--- config.mk ---
export PLATFORM = sky130hd
export DESIGN_NAME = writeback_stage
export DESIGN_NICKNAME = d
export VERILOG_FILES = /design/src/rtl/riscv_pkg.sv /design/src/rtl/load_extend.sv /design/src/rtl/writeback_stage.sv
export SDC_FILE = /design/constraint.sdc
export NUM_CORES = 1
export LEC_CHECK = 0
export BUFFER_PORTS_ARGS = -buffer_cell sky130_fd_sc_hd__buf_4
export CAP_MARGIN = 5
export CELL_PAD_IN_SITES_DETAIL_PLACEMENT = 0
export CELL_PAD_IN_SITES_GLOBAL_PLACEMENT = 1
export CORE_MARGIN = 2
export CORE_UTILIZATION = 36
export CTS_BUF_LIST = sky130_fd_sc_hd__clkbuf_8
export DETAILED_ROUTE_END_ITERATION = 16
export PLACE_DENSITY = 0.8
export SLEW_MARGIN = 20
export SYNTH_ARGS = -nofsm -noshare
export SYNTH_HDL_FRONTEND = slang
export SYNTH_SLANG_ARGS = --single-unit
export TNS_END_PERCENT = 20
--- constraint.sdc ---
create_clock -name clk -period 2.1 [get_ports clk]
set_input_delay 0.42 -clock clk [delete_from_list [all_inputs] [get_ports clk]]
set_output_delay 0.42 -clock clk [all_outputs]
set_load 0.05 [all_outputs]
--- src/rtl/riscv_pkg.sv ---
// Shared core definitions: result-source and load funct3 codes, writeback FSM states.
package riscv_pkg;

  localparam logic [1:0] RES_ALU  = 2'b00;
  localparam logic [1:0] RES_LOAD = 2'b01;
  localparam logic [1:0] RES_PC4  = 2'b10;

  localparam logic [2:0] F3_LB  = 3'b000;
  localparam logic [2:0] F3_LH  = 3'b001;
  localparam logic [2:0] F3_LW  = 3'b010;
  localparam logic [2:0] F3_LBU = 3'b100;
  localparam logic [2:0] F3_LHU = 3'b101;

  typedef enum logic {
    IDLE     = 1'b0,
    WAIT_MEM = 1'b1
  } wb_state_t;

endpackage

--- src/rtl/load_extend.sv ---
// Selects the byte/halfword of an aligned load word at the given offset and
// sign- or zero-extends it according to the load funct3 code.
module load_extend
  import riscv_pkg::*;
#(
  parameter int XLEN = 32
) (
  input  logic [XLEN-1:0] rdata,
  input  logic [1:0]      off,
  input  logic [2:0]      funct3,
  output logic [XLEN-1:0] data
);

  logic [7:0]  byte_sel;
  logic [15:0] half_sel;

  assign byte_sel = rdata[{off, 3'b000} +: 8];
  assign half_sel = rdata[{off[1], 4'b0000} +: 16];

  // NOTE: every path assigns data, and the default arm covers LW plus the
  // unused codes, so this stays purely combinational with no latch.
  always_comb begin
    data = rdata;
    case (funct3)
      F3_LB:   data = {{(XLEN-8){byte_sel[7]}}, byte_sel};
      F3_LBU:  data = {{(XLEN-8){1'b0}}, byte_sel};
      F3_LH:   data = {{(XLEN-16){half_sel[15]}}, half_sel};
      F3_LHU:  data = {{(XLEN-16){1'b0}}, half_sel};
      default: data = rdata;
    endcase
  end

endmodule

--- src/rtl/writeback_stage.sv ---
// MEM/WB stage: single-entry register driving the register-file write port,
// stalling on outstanding loads and emitting one retire pulse per instruction.
module writeback_stage
  import riscv_pkg::*;
#(
  parameter int XLEN = 32
) (
  input  logic            clk,
  input  logic            rst,
  input  logic            in_valid,
  output logic            in_ready,
  input  logic [4:0]      in_rd,
  input  logic            in_reg_write,
  input  logic [1:0]      in_result_src,
  input  logic [2:0]      in_funct3,
  input  logic [XLEN-1:0] in_alu_result,
  input  logic [XLEN-1:0] in_pc_plus4,
  input  logic            mem_rvalid,
  input  logic [XLEN-1:0] mem_rdata,
  output logic [4:0]      a3,
  output logic            we3,
  output logic [XLEN-1:0] wd3,
  output logic            retire,
  output logic            resp_err
);

  wb_state_t       state;
  logic [4:0]      rd_q;
  logic            reg_write_q;
  logic [2:0]      funct3_q;
  logic [1:0]      off_q;
  logic [XLEN-1:0] load_data;
  logic            in_write;
  logic            load_write;

  load_extend #(.XLEN(XLEN)) u_load_extend (
    .rdata  (mem_rdata),
    .off    (off_q),
    .funct3 (funct3_q),
    .data   (load_data)
  );

  assign in_ready   = (state == IDLE);
  assign in_write   = in_reg_write && (in_rd != 5'd0);
  assign load_write = reg_write_q && (rd_q != 5'd0);

  // NOTE: all state uses non-blocking assignments so every register samples
  // the pre-edge values; the latched load fields are reset too so a3 never
  // picks up X from an abandoned load.
  always_ff @(posedge clk) begin
    if (rst) begin
      state       <= IDLE;
      rd_q        <= '0;
      reg_write_q <= 1'b0;
      funct3_q    <= '0;
      off_q       <= '0;
      a3          <= '0;
      we3         <= 1'b0;
      wd3         <= '0;
      retire      <= 1'b0;
      resp_err    <= 1'b0;
    end else begin
      we3    <= 1'b0;
      retire <= 1'b0;
      case (state)
        IDLE: begin
          // A response with no load outstanding is dropped and flagged.
          if (mem_rvalid) resp_err <= 1'b1;
          if (in_valid) begin
            if (in_result_src == RES_LOAD) begin
              rd_q        <= in_rd;
              reg_write_q <= in_reg_write;
              funct3_q    <= in_funct3;
              off_q       <= in_alu_result[1:0];
              state       <= WAIT_MEM;
            end else begin
              retire <= 1'b1;
              we3    <= in_write;
              if (in_write) begin
                a3  <= in_rd;
                wd3 <= (in_result_src == RES_PC4) ? in_pc_plus4 : in_alu_result;
              end
            end
          end
        end
        WAIT_MEM: begin
          if (mem_rvalid) begin
            retire <= 1'b1;
            we3    <= load_write;
            if (load_write) begin
              a3  <= rd_q;
              wd3 <= load_data;
            end
            state <= IDLE;
          end
        end
        default: state <= IDLE;
      endcase
    end
  end

endmodule

==> results of run 1 <==
[sequential cells by signal (all words and copies together), names as in the netlist]
| name | cells |
|---|---|
| a3 | 5 |
| funct3_q | 3 |
| off_q | 2 |
| rd_q | 5 |
| reg_write_q | 1 |
| resp_err | 1 |
| retire | 1 |
| state | 1 |
| wd3 | 32 |
| we3 | 1 |
[worst max-delay path: stages, from the launching register on]
cell	delay, ps
dfxtp_2	430
inv_1	470
buf_4	310
[routing by layer]
metal	vias to the layer above	global-route usage, %	routed length, µm
li1	2066	-	-
met1	1996	31.65	5925
met2	209	38.67	6209
met3	21	5.046	1257
met4	0	6.122	205
met5	-	0	0
[cells in the mapped netlist, drive strengths merged]
cell type / count / area (µm²)
a211o: 2 / 17.52
a211oi: 19 / 142.6
a21o: 1 / 7.510
a21oi: 19 / 102.6
a221o: 1 / 10.01
a221oi: 5 / 43.79
a22o: 2 / 17.52
a22oi: 1 / 7.510
a311oi: 10 / 87.58
a31oi: 1 / 6.260
a32oi: 1 / 27.53
and2: 1 / 6.260
and3: 2 / 12.51
buf: 25 / 135.1
clkbuf: 26 / 98.84
clkinv: 1 / 3.750
dfxtp: 52 / 1041
inv: 8 / 30.03
mux2: 36 / 405.4
mux2i: 9 / 90.09
nand2: 75 / 281.5
nand2b: 11 / 68.82
nand3: 18 / 90.09
nand3b: 3 / 22.52
nor2: 11 / 41.29
nor2b: 6 / 40.04
nor3: 20 / 100.1
nor3b: 5 / 37.54
o2111ai: 32 / 280.3
o21ai: 27 / 135.1
o221ai: 1 / 26.28
o22a: 5 / 43.79
o22ai: 2 / 12.51
o311ai: 4 / 35.03
o31ai: 5 / 37.54
o41ai: 18 / 232.7
or2: 2 / 12.51
or3b: 2 / 20.02
[area by class of cell]
| cell class | count | area share, % |
|---|---|---|
| Clock inverter | 3 | 1.707 |
| Clock buffer | 5 | 1.304 |
| Tap cell | 136 | 3.225 |
| Inverter | 9 | 0.6403 |
| Timing Repair Buffer | 175 | 25.61 |
| Multi-Input combinational cell | 357 | 47.71 |
| Sequential cell | 52 | 19.80 |
[worst max path at each step]
stage,startpoint,endpoint,cells past startpoint
floorplan,in_result_src[1],wd3[29],6
global placement,funct3_q[0],wd3[31],4
detailed placement,funct3_q[0],wd3[21],4
CTS,off_q[0],wd3[19],4
global route,funct3_q[0],wd3[19],4
finish,state,in_ready,2
[timing repair]
| item | 4_1_cts | 5_1_grt |
|---|---|---|
| setup endpoints to repair | 9 | 12 |
| pin swaps | 0 | 1 |
| resized for setup | 1 | 3 |
[layout by cell type, fill, tap and decap left out, types with 11 or more instances in the layout]
| cell | synthesis | final |
|---|---|---|
| nand3_1 | 18 | 18 |
| buf_4 | 4 | 172 |
| a211oi_1 | 19 | 19 |
| nor3_1 | 20 | 19 |
| o2111ai_1 | 32 | 32 |
| o21ai_0 | 24 | 24 |
| nand2b_1 | 11 | 11 |
| a21oi_1 | 17 | 17 |
| nand2_1 | 75 | 75 |
| dfxtp_1 | 52 | 49 |
| mux2_2 | 36 | 36 |
[per-stage QoR]
stage | cell area [µm²] | utilization, %
after floorplan | 3811 | -
after detailed placement | 5107 | 49.47
after global routing | 5276 | 51.11
after CTS | 5269 | 51.04
after global placement | 5107 | 49.47
final | 5276 | 51.11
[cells by family (layout without fill, tap and decap cells)]
logic type / count (synthesis) / count (layout) / synth area share, %
AOI/OAI and AO/OA: 156 / 156 / 33.42
and+or+nand+nor: 156 / 156 / 19.24
buffers and inverters: 60 / 192 / 7.025
DFF: 52 / 52 / 27.31
muxes: 45 / 45 / 13.00
[report_power, final]
part | switching, mW | leakage, nW | internal, mW
logic | 0.483 | 1.54 | 0.378
clock network | 0.373 | 0.0784 | 0.596
registers | 0.0426 | 0.426 | 1.04
total | 0.899 | 2.05 | 2.01
==> reports/qor.csv, run 1 <==
stage,metric,value,unit
detailed_routing,drt initial violations,270,
layout,antenna cells,0,
floorplan,Cell Rows,37,
floorplan,die area,0.01143,mm²
logic_synthesis,sequential share of the synthesized area,27.31,%
worst_setup_path,"Max FO, Critical Path",15,
place,dpl ws,21.98,ps
sta,Final setup viols,0,
floorplan,initial core utilization,36.92,%
pwr,Power Total,2.913,mW
worst_setup_path,Worst EP arrival,1530,ps
worst_setup_path,reg2reg end,wd3[19],
sta,PnR worst setup slack,147.6,ps
sta,Final Hold Vio Count,0,
floorplan,Die Y,106.9,µm
layout,multi-input logic area,0.002517,mm²
detailed_routing,drt pass-1 iters,4,
detailed_routing,DR vias,4292,
detailed_routing,Residual DRC,0,
logic_synthesis,Yosys warning count,0,
place,RePlAce Congestion,0.8949,
floorplan,I/O Pins,152,
sta,clk_skew,11.49,ps
min_path,WHS Path Cells,3,
run,Max-cap violations,0,
sta,max-slew violation count,0,
floorplan,core area,0.01032,mm²
global_routing,total grt overflow,0,
sta,Slew HR,51.74,%
layout,Non-Filler Instances,737,
layout,Final #Nets,711,
floorplan,Die Width,106.9,µm
sta,Peak Freq,512.2,MHz
worst_setup_path,Worst Path Required,1680,ps
logic_synthesis,synthesized area per cell,8.126,µm²
logic_synthesis,synthesized area,0.003811,mm²
clock_network,Clock Path Buffers,2,
min_path,Hold Crit Class,primary input to flip-flop,
logic_synthesis,Cell variety after synth,47,
sta,hold_ws,350.5,ps
clock_network,CTS tree,yes,
layout,area grow syn2layout,38.44,%
place,Post-DP HPWL,9872,µm
global_routing,first-pass GRT wire length,21670,µm
layout,Fillers,994,
sta,crit share post-route,92.97,%
detailed_routing,vias per inst,5.824,
clock_network,clock slew at reported path FFs,110,ps
global_routing,vias in the first global route,4252,
logic_synthesis,Syn Nets,580,
layout,FF/Latch Area,0.001045,mm²
place,Cells after DPL,729,
pwr,PwrDens,552.0,mW/mm²
worst_setup_path,r2r setup slk,170,ps
min_path,Hold Startpoint,in_alu_result[0],
pwr,Leakage,2.049,nW
detailed_routing,post-route ant nets,0,
logic_synthesis,Syn Inst Count,469,
global_routing,pin count of the biggest net entering global routing,70,
clock_network,Root Driver,clkbuf_8,
logic_synthesis,Yosys reg bits,52,
clock_network,H-Tree Depth,2,
pwr,maximum vdd drop,291.3,µV
min_path,"Endpoint, Worst Hold",off_q[0],
sta,RSZ-0062 raised after global routing,no,
global_routing,all-layer global routing usage,23.64,%
detailed_routing,DRT Wirelength,13600,µm
worst_setup_path,Worst Setup Start Kind,flip-flop,
run_status,status,"complete, no violations",
clock_network,clk sinks,52,
global_routing,initial antenna violation count,0,
worst_setup_path,Crit. End Element,output port,
worst_setup_path,Crit Path Category,flip-flop to output port,
sta,final setup TNS,0,ps
clock_network,setup bufs post-CTS,0,
clock_network,clock latency at the later pin of the worst-skew pair,310,ps
clock_network,total CTS buffers,5,
worst_setup_path,FF-to-FF path depth,4,
place,I/O Buffers,151,
sta,Final min period,1952,ps
detailed_routing,post-DR wirelength/cell,18.45,µm
clock_network,"Hold-fix buffers, CTS",0,
worst_setup_path,R2R Path Start,off_q[0],
layout,fraction of layout cells with a size suffix above 1,40.43,%
sta,Worst-Margin Slew,723.1,ps
Note: power is estimated with default switching activity, not from simulation.
==> inputs of run 2 (changes only) <==
--- a/config.mk
+++ b/config.mk
@@ -7,13 +7,14 @@
 export LEC_CHECK = 0
 export BUFFER_PORTS_ARGS = -buffer_cell sky130_fd_sc_hd__buf_4
 export CAP_MARGIN = 5
-export CELL_PAD_IN_SITES_DETAIL_PLACEMENT = 0
-export CELL_PAD_IN_SITES_GLOBAL_PLACEMENT = 1
+export CELL_PAD_IN_SITES_DETAIL_PLACEMENT = 2
+export CELL_PAD_IN_SITES_GLOBAL_PLACEMENT = 2
 export CORE_MARGIN = 2
-export CORE_UTILIZATION = 36
+export CORE_UTILIZATION = 28
 export CTS_BUF_LIST = sky130_fd_sc_hd__clkbuf_8
 export DETAILED_ROUTE_END_ITERATION = 16
 export PLACE_DENSITY = 0.8
+export REMOVE_ABC_BUFFERS = 1
 export SLEW_MARGIN = 20
 export SYNTH_ARGS = -nofsm -noshare
 export SYNTH_HDL_FRONTEND = slang
==> reports/qor.csv, run 2 (synthesis results as in run 1) <==
stage,metric,value,unit,change
run_status,status,"complete, no violations",,unchanged
sta,Final min period,1859,ps,was 1952 ps
floorplan,I/O Pins,152,,unchanged
global_routing,initial antenna violation count,0,,unchanged
pwr,Flop pwr share,42.0,%,was 37.2%
run,Max-cap violations,0,,unchanged
sta,Final Hold Vio Count,0,,unchanged
sta,Final setup viols,0,,unchanged
worst_setup_path,r2r setup slk,240,ps,was 170 ps
worst_setup_path,Max stage delay on crit path,400,ps,was 470 ps
detailed_routing,post-route ant nets,0,,unchanged
pwr,Clk network pwr share,23.4,%,was 33.3%
sta,clk_skew,7.198,ps,was 11.49 ps
detailed_routing,post-DR wirelength/cell,21.86,µm,was 18.45 µm
worst_setup_path,Crit Path Category,flip-flop to flip-flop,,was flip-flop to output port
layout,Fillers,1508,,was 994
place,dpl ws,122.0,ps,was 21.98 ps
place,Post-Place Cell Area,0.005192,mm²,was 0.005107 mm²
global_routing,first-pass GRT wire length,26550,µm,"was 21,670 µm"
sta,PnR worst setup slack,241.4,ps,was 147.6 ps
layout,number of flip-flops in the largest register,32,,unchanged
sta,Peak Freq,538.0,MHz,was 512.2 MHz
min_path,Hold Crit Class,primary input to flip-flop,,unchanged
layout,fraction of layout cells with a size suffix above 1,40.46,%,was 40.43%
pwr,Psw,0.9372,mW,was 0.8986 mW
detailed_routing,vias per inst,5.628,,was 5.824
layout,antenna cells,0,,unchanged
pwr,Comb power frac,34.6,%,was 29.6%
detailed_routing,drt initial violations,237,,was 270
sta,crit share post-route,88.50,%,was 92.97%
worst_setup_path,"Slowest-stage cell, CP",dfxtp_2,,was inv_1
place,RePlAce Congestion,0.8171,,was 0.8949
floorplan,die area,0.01456,mm²,was 0.01143 mm²
layout,"Most flops, register",wd3,,unchanged
worst_setup_path,Worst Path Required,2330,ps,was 1680 ps
global_routing,all-layer global routing usage,23.11,%,was 23.64%
floorplan,Die Width,120.7,µm,was 106.9 µm
floorplan,Die Y,120.7,µm,was 106.9 µm
place,Post-DP HPWL,12590,µm,was 9872 µm
global_routing,pin count of the biggest net entering global routing,55,,was 70
worst_setup_path,cells along the critical path,buf_4 -> or2_2 -> o221ai_4 -> o2111ai_1 -> a311oi_1,,was inv_1 -> buf_4
pwr,switch share,36.23,%,was 30.85%
detailed_routing,DRT Wirelength,17030,µm,"was 13,600 µm"
worst_setup_path,"Max FO, Critical Path",11,,was 15
sta,Slew HR,64.80,%,was 51.74%
clock_network,H-Tree Depth,2,,unchanged
detailed_routing,Residual DRC,0,,unchanged
clock_network,clk sinks,52,,unchanged
detailed_routing,DR vias,4384,,"was 4,292"
layout,highest-count cells in the layout ignoring fill and taps,"174 x buf_4, 75 x nand2_1, 49 x dfxtp_1",,"was 172 x buf_4, 75 x nand2_1, 49 x dfxtp_1"
layout,final instance area,0.005281,mm²,was 0.005276 mm²
pwr,Int Pwr,1.650,mW,was 2.014 mW
global_routing,vias in the first global route,4815,,"was 4,252"
clock_network,total CTS buffers,5,,unchanged
layout,"most common cell after layout, fill and taps aside",buf_4,,unchanged
clock_network,Clock Path Buffers,2,,unchanged
sta,Worst-Margin Slew,527.2,ps,was 723.1 ps
pwr,Leakage,2.030,nW,was 2.049 nW
floorplan,initial core utilization,28.78,%,was 36.92%
clock_network,CTS tree,yes,,unchanged
layout,Final #Nets,714,,was 711
place,I/O Buffers,151,,unchanged
pwr,maximum vdd drop,235.6,µV,was 291.3 µV
floorplan,Cell Rows,42,,was 37
sta,RSZ-0062 raised after global routing,no,,unchanged
layout,Top Registers,"wd3: 32 flops, a3: 5 flops, rd_q: 5 flops",,unchanged
pwr,PwrDens,489.9,mW/mm²,was 552.0 mW/mm²
clock_network,clock latency at the later pin of the worst-skew pair,330,ps,was 310 ps
clock_network,clock slew at reported path FFs,100,ps,was 110 ps
floorplan,core area,0.01324,mm²,was 0.01032 mm²
worst_setup_path,Worst Setup Start Kind,flip-flop,,unchanged
worst_setup_path,Crit. End Element,flip-flop,,was output port
clock_network,Root Driver,clkbuf_8,,unchanged
sta,max-slew violation count,0,,unchanged
layout,area grow syn2layout,38.58,%,was 38.44%
worst_setup_path,Worst EP arrival,2090,ps,was 1530 ps
global_routing,total grt overflow,0,,unchanged
detailed_routing,drt pass-1 iters,4,,unchanged
-- run 2: cell count changes in the layout (fill, tap and decap cells not counted), sizes merged --
cell and change:
buf +3, bufinv -3, clkinv +1, clkinvlp +1
-- run 2: area by class of cell --
cell class / instances / area (µm²) / area share, %
Clock buffer: 5 / 68.82 / 1.303
Timing Repair Buffer: 178 / 1386 / 26.25
Sequential cell: 52 / 1045 / 19.78
Clock inverter: 2 / 12.51 / 0.2369
Inverter: 9 / 33.78 / 0.6397
Multi-Input combinational cell: 357 / 2515 / 47.62
Tap cell: 176 / 220.2 / 4.170
-- run 2: routing by layer --
layer / global-route usage [%] / share of wire (%) / routed length, µm / vias up
met3: 3.774 / 5.1 / 866 / 25
met4: 6.323 / 1.7 / 293 / 0
met1: 29.70 / 43 / 7374 / 2181
li1: - / - / - / 2060
met2: 39.90 / 50 / 8496 / 118
met5: 0 / 0 / 0 / -
-- run 2: power groups by stage --
stage / Clock, mW / Combinational, mW / Sequential [mW]
2_1_floorplan: 0 / 0.298 / 1.27
3_3_place_gp: 0 / 0.866 / 1.10
3_5_place_dp: 0 / 0.896 / 1.11
4_1_cts: 0.623 / 0.900 / 1.09
5_1_grt: 0.655 / 0.956 / 1.09
6_report: 0.605 / 0.896 / 1.09
-- run 2: repair_timing --
action                                  4_1_cts  5_1_grt
resized for setup                             0        3
endpoints found under the setup margin        0        6
hold endpoints to repair                      0        0
setup buffers                                 0        0
hold buffers                                  0        0
-- run 2: worst max-delay path: cells and delay by family (launching register included) --
kind            cells  cell delay [ps]
compound gates      3              840
flops               1              400
simple gates        1              340
buf+inv             1              190
-- run 2: final timing paths --
path           startpoint     endpoint  depth (start not counted)
max              off_q[1]      wd3[12]                          5
min          in_funct3[2]  funct3_q[2]                          3
max reg2reg      off_q[1]      wd3[12]                          5
min reg2reg       rd_q[2]      rd_q[2]                          2
-- run 2: stage by stage --
step                TNS [ps]  cells  total power, mW  hold slack (ps)  util, %
global placement           0    772            1.970            444.0    39.21
CTS                        0    779            2.609            335.9    39.82
floorplan             -49080    418            1.563            430.5        -
global route               0    779            2.705            340.9    39.88
detailed placement         0    772            2.005            475.5    39.21
finish                     0    779            2.587            341.2    39.88
